===== src/rtl/csr_file_if.sv =====
// CSR access bus between the datapath (master) and the CSR unit (slave).
// Read data and illegal flag are combinational from the address and strobe.
interface csr_file_if;
    logic [11:0] csr_address;
    logic [1:0]  csr_op;
    logic        csr_write_enable;
    logic [31:0] csr_in;
    logic [31:0] csr_out;
    logic        illegal_csr;

    modport master (
        output csr_address, csr_op, csr_write_enable, csr_in,
        input  csr_out, illegal_csr
    );

    modport slave (
        input  csr_address, csr_op, csr_write_enable, csr_in,
        output csr_out, illegal_csr
    );
endinterface


===== src/rtl/csr_file.sv =====
// Machine-mode CSR unit: trap state, trap vector, 64-bit counters, interrupt decision.
// Reads are combinational (read-old); updates land on the clock edge; no backpressure.
module csr_file #(
    parameter logic [31:0] HART_ID     = 32'd0,
    parameter logic [31:0] TRAP_VECTOR = 32'h0000_0000
) (
    input  logic        clk,
    input  logic        reset,
    csr_file_if.slave   bus,
    input  logic        handle_trap,
    input  logic        trap_is_interrupt,
    input  logic [4:0]  trap_cause,
    input  logic [31:0] trap_pc,
    input  logic [31:0] trap_value,
    input  logic        exit_trap,
    output logic [31:0] csr_trap_pc,
    output logic [31:0] csr_ret_pc,
    input  logic        instruction_retired,
    input  logic        external_interrupt,
    input  logic        timer_interrupt,
    output logic        interrupt_pending
);
    localparam logic [11:0] A_MSTATUS   = 12'h300;
    localparam logic [11:0] A_MISA      = 12'h301;
    localparam logic [11:0] A_MIE       = 12'h304;
    localparam logic [11:0] A_MTVEC     = 12'h305;
    localparam logic [11:0] A_MSCRATCH  = 12'h340;
    localparam logic [11:0] A_MEPC      = 12'h341;
    localparam logic [11:0] A_MCAUSE    = 12'h342;
    localparam logic [11:0] A_MTVAL     = 12'h343;
    localparam logic [11:0] A_MIP       = 12'h344;
    localparam logic [11:0] A_MCYCLE    = 12'hB00;
    localparam logic [11:0] A_MCYCLEH   = 12'hB80;
    localparam logic [11:0] A_MINSTRET  = 12'hB02;
    localparam logic [11:0] A_MINSTRETH = 12'hB82;
    localparam logic [11:0] A_CYCLE     = 12'hC00;
    localparam logic [11:0] A_CYCLEH    = 12'hC80;
    localparam logic [11:0] A_INSTRET   = 12'hC02;
    localparam logic [11:0] A_INSTRETH  = 12'hC82;
    localparam logic [11:0] A_MHARTID   = 12'hF14;

    localparam logic [1:0] OP_RW = 2'b01;
    localparam logic [1:0] OP_RS = 2'b10;
    localparam logic [1:0] OP_RC = 2'b11;

    logic        mstatus_mie;
    logic        mstatus_mpie;
    logic        mie_meie;
    logic        mie_mtie;
    logic [31:0] mtvec;
    logic [31:0] mscratch;
    logic [31:0] mepc;
    logic [31:0] mcause;
    logic [31:0] mtval;
    logic [63:0] mcycle;
    logic [63:0] minstret;

    logic [31:0] rdata;
    logic        mapped;
    logic [31:0] wdata;
    logic        illegal;
    logic        wr;

    always_comb begin
        rdata  = '0;
        mapped = 1'b1;
        case (bus.csr_address)
            A_MSTATUS:   rdata = {19'b0, 2'b11, 3'b0, mstatus_mpie, 3'b0, mstatus_mie, 3'b0};
            A_MISA:      rdata = 32'h4000_0100;
            A_MIE:       rdata = {20'b0, mie_meie, 3'b0, mie_mtie, 7'b0};
            A_MTVEC:     rdata = mtvec;
            A_MSCRATCH:  rdata = mscratch;
            A_MEPC:      rdata = mepc;
            A_MCAUSE:    rdata = mcause;
            A_MTVAL:     rdata = mtval;
            A_MIP:       rdata = {20'b0, external_interrupt, 3'b0, timer_interrupt, 7'b0};
            A_MCYCLE,    A_CYCLE:    rdata = mcycle[31:0];
            A_MCYCLEH,   A_CYCLEH:   rdata = mcycle[63:32];
            A_MINSTRET,  A_INSTRET:  rdata = minstret[31:0];
            A_MINSTRETH, A_INSTRETH: rdata = minstret[63:32];
            A_MHARTID:   rdata = HART_ID;
            default:     mapped = 1'b0;
        endcase
    end

    always_comb begin
        case (bus.csr_op)
            OP_RW:   wdata = bus.csr_in;
            OP_RS:   wdata = rdata | bus.csr_in;
            OP_RC:   wdata = rdata & ~bus.csr_in;
            default: wdata = rdata;
        endcase
    end

    // Read-only space only objects when the access could actually modify something.
    assign illegal = bus.csr_write_enable &
                     (~mapped | ((bus.csr_address[11:10] == 2'b11) &
                                 ((bus.csr_op == OP_RW) | (bus.csr_in != 32'd0))));

    // Trap entry drops the write entirely; mret only shadows writes to mstatus.
    assign wr = bus.csr_write_enable & (bus.csr_op != 2'b00) & ~illegal & ~handle_trap &
                ~(exit_trap & (bus.csr_address == A_MSTATUS));

    assign bus.csr_out     = rdata;
    assign bus.illegal_csr = illegal;

    logic        wr_cyc_lo, wr_cyc_hi, wr_ins_lo, wr_ins_hi;
    logic [32:0] cyc_lo_inc, ins_lo_inc;
    logic [63:0] cyc_next, ins_next;

    assign wr_cyc_lo = wr & (bus.csr_address == A_MCYCLE);
    assign wr_cyc_hi = wr & (bus.csr_address == A_MCYCLEH);
    assign wr_ins_lo = wr & (bus.csr_address == A_MINSTRET);
    assign wr_ins_hi = wr & (bus.csr_address == A_MINSTRETH);

    assign cyc_lo_inc = {1'b0, mcycle[31:0]} + 33'd1;
    assign ins_lo_inc = {1'b0, minstret[31:0]} + {32'd0, instruction_retired};

    // A written low half replaces the increment and suppresses its carry that cycle.
    assign cyc_next[31:0]  = wr_cyc_lo ? wdata : cyc_lo_inc[31:0];
    assign cyc_next[63:32] = wr_cyc_hi ? wdata
                           : mcycle[63:32] + {31'd0, cyc_lo_inc[32] & ~wr_cyc_lo};
    assign ins_next[31:0]  = wr_ins_lo ? wdata : ins_lo_inc[31:0];
    assign ins_next[63:32] = wr_ins_hi ? wdata
                           : minstret[63:32] + {31'd0, ins_lo_inc[32] & ~wr_ins_lo};

    always_ff @(posedge clk) begin
        if (reset) begin
            mstatus_mie  <= 1'b0;
            mstatus_mpie <= 1'b0;
            mie_meie     <= 1'b0;
            mie_mtie     <= 1'b0;
            mtvec        <= TRAP_VECTOR & ~32'h2;
            mscratch     <= '0;
            mepc         <= '0;
            mcause       <= '0;
            mtval        <= '0;
            mcycle       <= '0;
            minstret     <= '0;
        end else begin
            mcycle   <= cyc_next;
            minstret <= ins_next;

            if (handle_trap) begin
                mepc         <= trap_pc & ~32'h3;
                mcause       <= {trap_is_interrupt, 26'b0, trap_cause};
                mtval        <= trap_value;
                mstatus_mpie <= mstatus_mie;
                mstatus_mie  <= 1'b0;
            end else if (exit_trap) begin
                mstatus_mie  <= mstatus_mpie;
                mstatus_mpie <= 1'b1;
            end

            if (wr) begin
                case (bus.csr_address)
                    A_MSTATUS: begin
                        mstatus_mie  <= wdata[3];
                        mstatus_mpie <= wdata[7];
                    end
                    A_MIE: begin
                        mie_mtie <= wdata[7];
                        mie_meie <= wdata[11];
                    end
                    A_MTVEC:    mtvec    <= wdata & ~32'h2;
                    A_MSCRATCH: mscratch <= wdata;
                    A_MEPC:     mepc     <= wdata & ~32'h3;
                    A_MCAUSE:   mcause   <= wdata;
                    A_MTVAL:    mtval    <= wdata;
                    default: ;
                endcase
            end
        end
    end

    logic [31:0] vec_base;
    assign vec_base    = {mtvec[31:2], 2'b00};
    assign csr_trap_pc = (mtvec[0] & trap_is_interrupt)
                       ? vec_base + {25'd0, trap_cause, 2'b00}
                       : vec_base;
    assign csr_ret_pc  = mepc;

    assign interrupt_pending = mstatus_mie &
                               ((mie_meie & external_interrupt) | (mie_mtie & timer_interrupt));
endmodule


===== src/flat_wrapper.sv =====
// flat-port wrapper written by rule: the top's interface ports become plain ports
module csr_file_flat 
#(
    parameter logic [31:0] HART_ID     = 32'd0,
    parameter logic [31:0] TRAP_VECTOR = 32'h0000_0000
)
  (clk, reset, handle_trap, trap_is_interrupt, trap_cause, trap_pc, trap_value, exit_trap, csr_trap_pc, csr_ret_pc, instruction_retired, external_interrupt, timer_interrupt, interrupt_pending, bus_csr_address, bus_csr_op, bus_csr_write_enable, bus_csr_in, bus_csr_out, bus_illegal_csr);
  csr_file_if bus_i ();
  input  logic clk;
  input  logic reset;
  input  logic handle_trap;
  input  logic trap_is_interrupt;
  input  logic [4:0] trap_cause;
  input  logic [31:0] trap_pc;
  input  logic [31:0] trap_value;
  input  logic exit_trap;
  output logic [31:0] csr_trap_pc;
  output logic [31:0] csr_ret_pc;
  input  logic instruction_retired;
  input  logic external_interrupt;
  input  logic timer_interrupt;
  output logic interrupt_pending;
  input wire logic [$bits(bus_i.csr_address)-1:0] bus_csr_address;
  input wire logic [$bits(bus_i.csr_op)-1:0] bus_csr_op;
  input wire logic [$bits(bus_i.csr_write_enable)-1:0] bus_csr_write_enable;
  input wire logic [$bits(bus_i.csr_in)-1:0] bus_csr_in;
  output wire logic [$bits(bus_i.csr_out)-1:0] bus_csr_out;
  output wire logic [$bits(bus_i.illegal_csr)-1:0] bus_illegal_csr;
  assign bus_i.csr_address = bus_csr_address;
  assign bus_i.csr_op = bus_csr_op;
  assign bus_i.csr_write_enable = bus_csr_write_enable;
  assign bus_i.csr_in = bus_csr_in;
  assign bus_csr_out = bus_i.csr_out;
  assign bus_illegal_csr = bus_i.illegal_csr;
  csr_file #(.HART_ID(HART_ID), .TRAP_VECTOR(TRAP_VECTOR)) u_core (.clk(clk), .reset(reset), .bus(bus_i), .handle_trap(handle_trap), .trap_is_interrupt(trap_is_interrupt), .trap_cause(trap_cause), .trap_pc(trap_pc), .trap_value(trap_value), .exit_trap(exit_trap), .csr_trap_pc(csr_trap_pc), .csr_ret_pc(csr_ret_pc), .instruction_retired(instruction_retired), .external_interrupt(external_interrupt), .timer_interrupt(timer_interrupt), .interrupt_pending(interrupt_pending));
endmodule

===== config.mk =====
export PLATFORM = sky130hd
export DESIGN_NAME = csr_file_flat
export DESIGN_NICKNAME = d
export VERILOG_FILES = /design/src/rtl/csr_file_if.sv /design/src/rtl/csr_file.sv /design/src/flat_wrapper.sv
export SDC_FILE = /design/constraint.sdc
export NUM_CORES = 1
export LEC_CHECK = 0
export CORE_UTILIZATION = 35
export CTS_BUF_LIST = sky130_fd_sc_hd__clkbuf_16
export CTS_CLUSTER_DIAMETER = 120
export DETAILED_ROUTE_END_ITERATION = 8
export PLACE_DENSITY = 0.51
export SYNTH_ARGS = -nofsm -noshare
export SYNTH_HDL_FRONTEND = slang
export SYNTH_SLANG_ARGS = --single-unit

===== constraint.sdc =====
create_clock -name clk -period 6.2 [get_ports clk]
set_input_delay 1.24 -clock clk [delete_from_list [all_inputs] [get_ports clk]]
set_output_delay 1.24 -clock clk [all_outputs]
set_load 0.05 [all_outputs]

==> flow_summary.toml <==
[route]
vias = 17720
wl_um = 82000
detail_route.first_pass.iterations = 5
drt_iter0_markers = 2044
antenna_left = 0
wl_per_cell_um = 29.1
route.detailed.drc = 0
viasPerCell = 6.28

[sta]
finalCriticalPeriod_ns = 5.68
hold_violations = 0
fin_worst_skew_ns = 0.0233
fin_hold_ws_ns = 0.453
tightest_slew_ns = 1.33
rsz0062_at_grt = "no"
setup_tns_ns = 0
setup_viol = 0
slew_viol_final = 0
timing.slew.headroom_pct = 10.5
min_period_over_period_pct = 91.6
clock.fmax_mhz = 176

[die]
die_x_um = 222
die_y_um = 222
die_area_sq_um = 49500
rows = 80
core_area_sq_um = 47800
initial_core_util_pct = 35.5
io_pins = 222

[critical_path]
critPathCaptureType = "output port"
critPathMaxFanout = 10
max_stage_delay_ns = 0.70
worstPathRequired_ns = 4.96
critPathLaunch = "bus_csr_address[3]"
arrival_ns = 4.44
critPathMostFrequentCell = "buf_4"
path_depth = 8
slowest_stage = "nor4bb_4"
path_class = "in2out"
r2r_setup_slack_ns = 1.85
reg2reg_depth = 14
start_kind = "primary input"
r2r_start = "u_core.mcycle[1]$_SDFF_PP0_"
r2r_end = "u_core.mcycle[62]$_SDFF_PP0_"
crit_path_end = "bus_csr_out[17]"
cp_num_buf_inv = 4
critPathTopFamily = "buffers and inverters"
crit_chain = "clkdlybuf4s50_1 > buf_4 > nor4bb_4 > buf_4 > nand2_1 > a41oi_1 > or3_1 > buf_12"

[clock_tree]
post-cts-setup-buffers = 0
cts_sinks = 291
clk_latency_ns = 0.56
root_buffer = "clkbuf_16"
postCtsHoldBufs = 0
cts.clk_slew.worst_paths_ns = 0.06
cts-resized-gates = 0
htree_levels = 2
cts_buffers = 35
cts_buffer_depth = 3
cts_tree = "yes"

[logic_synthesis]
synthArstFlopShare_pct = 0
ys_warn_count = 0
synthesis.instances = 2006
synth_top_area_cell = "dfxtp_1"
synth_edf_count = 0
synth_cell_type_count = 96
synth_area_per_cell_sq_um = 8.47
ys.flop_type = "dfxtp_1"
synth_area_leaders = "dfxtp_1 34%, o22ai_1 5.7%, xor2_1 5.6%"
ys_seq_elements = 291
syn_area_sq_um = 17000
synth_top_area_share_pct = 34.3
synth_seq_area_share_pct = 34.3

[finish]
antenna_cells = 0
drive_gt1_share_pct = 12.0
syn2layout_area_growth_pct = 24.9
fillCellCount = 4789
final_common_cell = "dfxtp_1"
final_cell_mix = "291 x dfxtp_1, 243 x nand2_1, 172 x clkdlybuf4s50_1"
utilization_pct = 44.4
instances_no_fill = 2822
final_net_count = 2321
final-seq-area_sq_um = 5830
multi_input_area_sq_um = 10400

[placement]
port_buffers = 217
place.gp.congestion = 0.998
post-place-cells = 2762
dpl.hpwl_um = 61400

[outcome]
status = "completed"

[global_routing]
grt_pass1_wl_um = 117000
grt_usage_pct = 32.3
grt_max_degree = 49
grt_pass1_vias = 16531
gr-total-overflow = 0
antenna_found_initial = 1

[power]
ir_drop_uv = 148
p_sw_share_pct = 28.2
power.density_nw_per_um2 = 208
clkPwrFrac_pct = 43.5
p_leak_uw = 0.00754
switchingPower_uw = 1250
p_int_uw = 3170
combPwrFrac_pct = 12.8
seq_power_share_pct = 43.7

[run]
drv_cap = 0

[hold_path]
hp-class = "reg2reg"
[worst min-delay path: stages (launching register included)]
cell and delay (ns):
dfxtp_1 0.31, nand2_1 0.05, o21ai_1 0.05
[Yosys cell counts, drive strengths merged, types with 7 or more instances]
| library cell | count |
|---|---|
| ha | 12 |
| nand2 | 243 |
| a31oi | 10 |
| nor4 | 20 |
| a222oi | 9 |
| o2111ai | 15 |
| clkbuf | 82 |
| a221oi | 10 |
| o211ai | 11 |
| and3 | 38 |
| a22oi | 34 |
| o21ai | 168 |
| xor2 | 109 |
| mux2 | 19 |
| dfxtp | 291 |
| nand3b | 8 |
| a22o | 17 |
| nand3 | 78 |
| a32oi | 9 |
| o22ai | 166 |
| buf | 82 |
| mux2i | 88 |
| a21o | 12 |
| nor3 | 28 |
| xnor2 | 65 |
| nor2 | 67 |
| inv | 25 |
| or4 | 8 |
| nor2b | 7 |
| and4 | 24 |
| or3 | 45 |
| nor4b | 7 |
| a21oi | 22 |
| and2 | 12 |
| nand4 | 49 |
| a221o | 9 |
[state kept, by name, indices dropped and copies added (netlist names)]
signal / count
u_core.mcycle: 64
u_core.minstret: 64
u_core.csr_ret_pc: 32
u_core.mcause: 32
u_core.mscratch: 32
u_core.mtval: 32
u_core.mtvec: 31
u_core.mie_meie: 1
u_core.mie_mtie: 1
u_core.mstatus_mie: 1
u_core.mstatus_mpie: 1
[layout make-up]
type | count | area share (%)
inverter | 25 | 0.442
clock inverter | 25 | 0.707
multi-input combinational | 1527 | 48.9
clock buffer | 35 | 4.12
sequential | 291 | 27.4
timing repair buffer | 304 | 14.8
tap | 615 | 3.62
[how the worst min path moves through the flow]
stage / from / endpoint / slack [ns] / cells past startpoint
final: u_core.mcause[7]$_SDFF_PP0_ / u_core.mcause[7]$_SDFF_PP0_ / 0.45 / 2
after global routing: u_core.mscratch[9]$_SDFFE_PP0P_ / u_core.mscratch[9]$_SDFFE_PP0P_ / 0.46 / 2
after CTS: u_core.mscratch[9]$_SDFFE_PP0P_ / u_core.mscratch[9]$_SDFFE_PP0P_ / 0.45 / 2
after detailed placement: u_core.mscratch[19]$_SDFFE_PP0P_ / u_core.mscratch[19]$_SDFFE_PP0P_ / 0.44 / 2
after global placement: u_core.mscratch[14]$_SDFFE_PP0P_ / u_core.mscratch[14]$_SDFFE_PP0P_ / 0.43 / 2
after floorplan: u_core.mcause[14]$_SDFF_PP0_ / u_core.mcause[14]$_SDFF_PP0_ / 0.42 / 2
[power by group through the flow]
stage | Combinational, uW | Sequential, uW | Clock [uW]
floorplan | 250 | 2000 | 0
global placement | 551 | 1970 | 0
detailed placement | 552 | 1970 | 0
CTS | 554 | 1930 | 1950
global route | 585 | 1930 | 2030
finish | 567 | 1930 | 1920
[stage by stage]
stage	area, sq um	worst slack (ns)	power [uW]
detailed placement	20200	0.572	2520
global route	21200	0.366	4550
CTS	21200	0.574	4440
global placement	20200	0.554	2520
floorplan	17000	1.39	2250
finish	21200	0.520	4420
[routing by layer]
metal / vias to the layer above / wire [um] / global-route usage (%) / share of wire [%]
met5: - / 0 / 0 / 0
met3: 142 / 7250 / 5.69 / 8.8
met1: 8753 / 36100 / 45.0 / 44
met2: 924 / 36100 / 49.9 / 44
met4: 0 / 2570 / 10.9 / 3.1
li1: 7901 / - / - / -
[cells by family (layout without fill, tap and decap cells)]
kind of cell | Yosys count | count (layout) | share of synthesized area, %
simple gates | 660 | 660 | 20.3
compound gates | 569 | 569 | 23.6
flops | 291 | 291 | 34.3
buf+inv | 189 | 389 | 5.14
xor+xnor | 174 | 174 | 8.96
mux | 109 | 109 | 6.70
fa+ha+maj | 13 | 13 | 1.00
other cells | 1 | 2 | 0.0221
(Power assumes the default switching activity.)
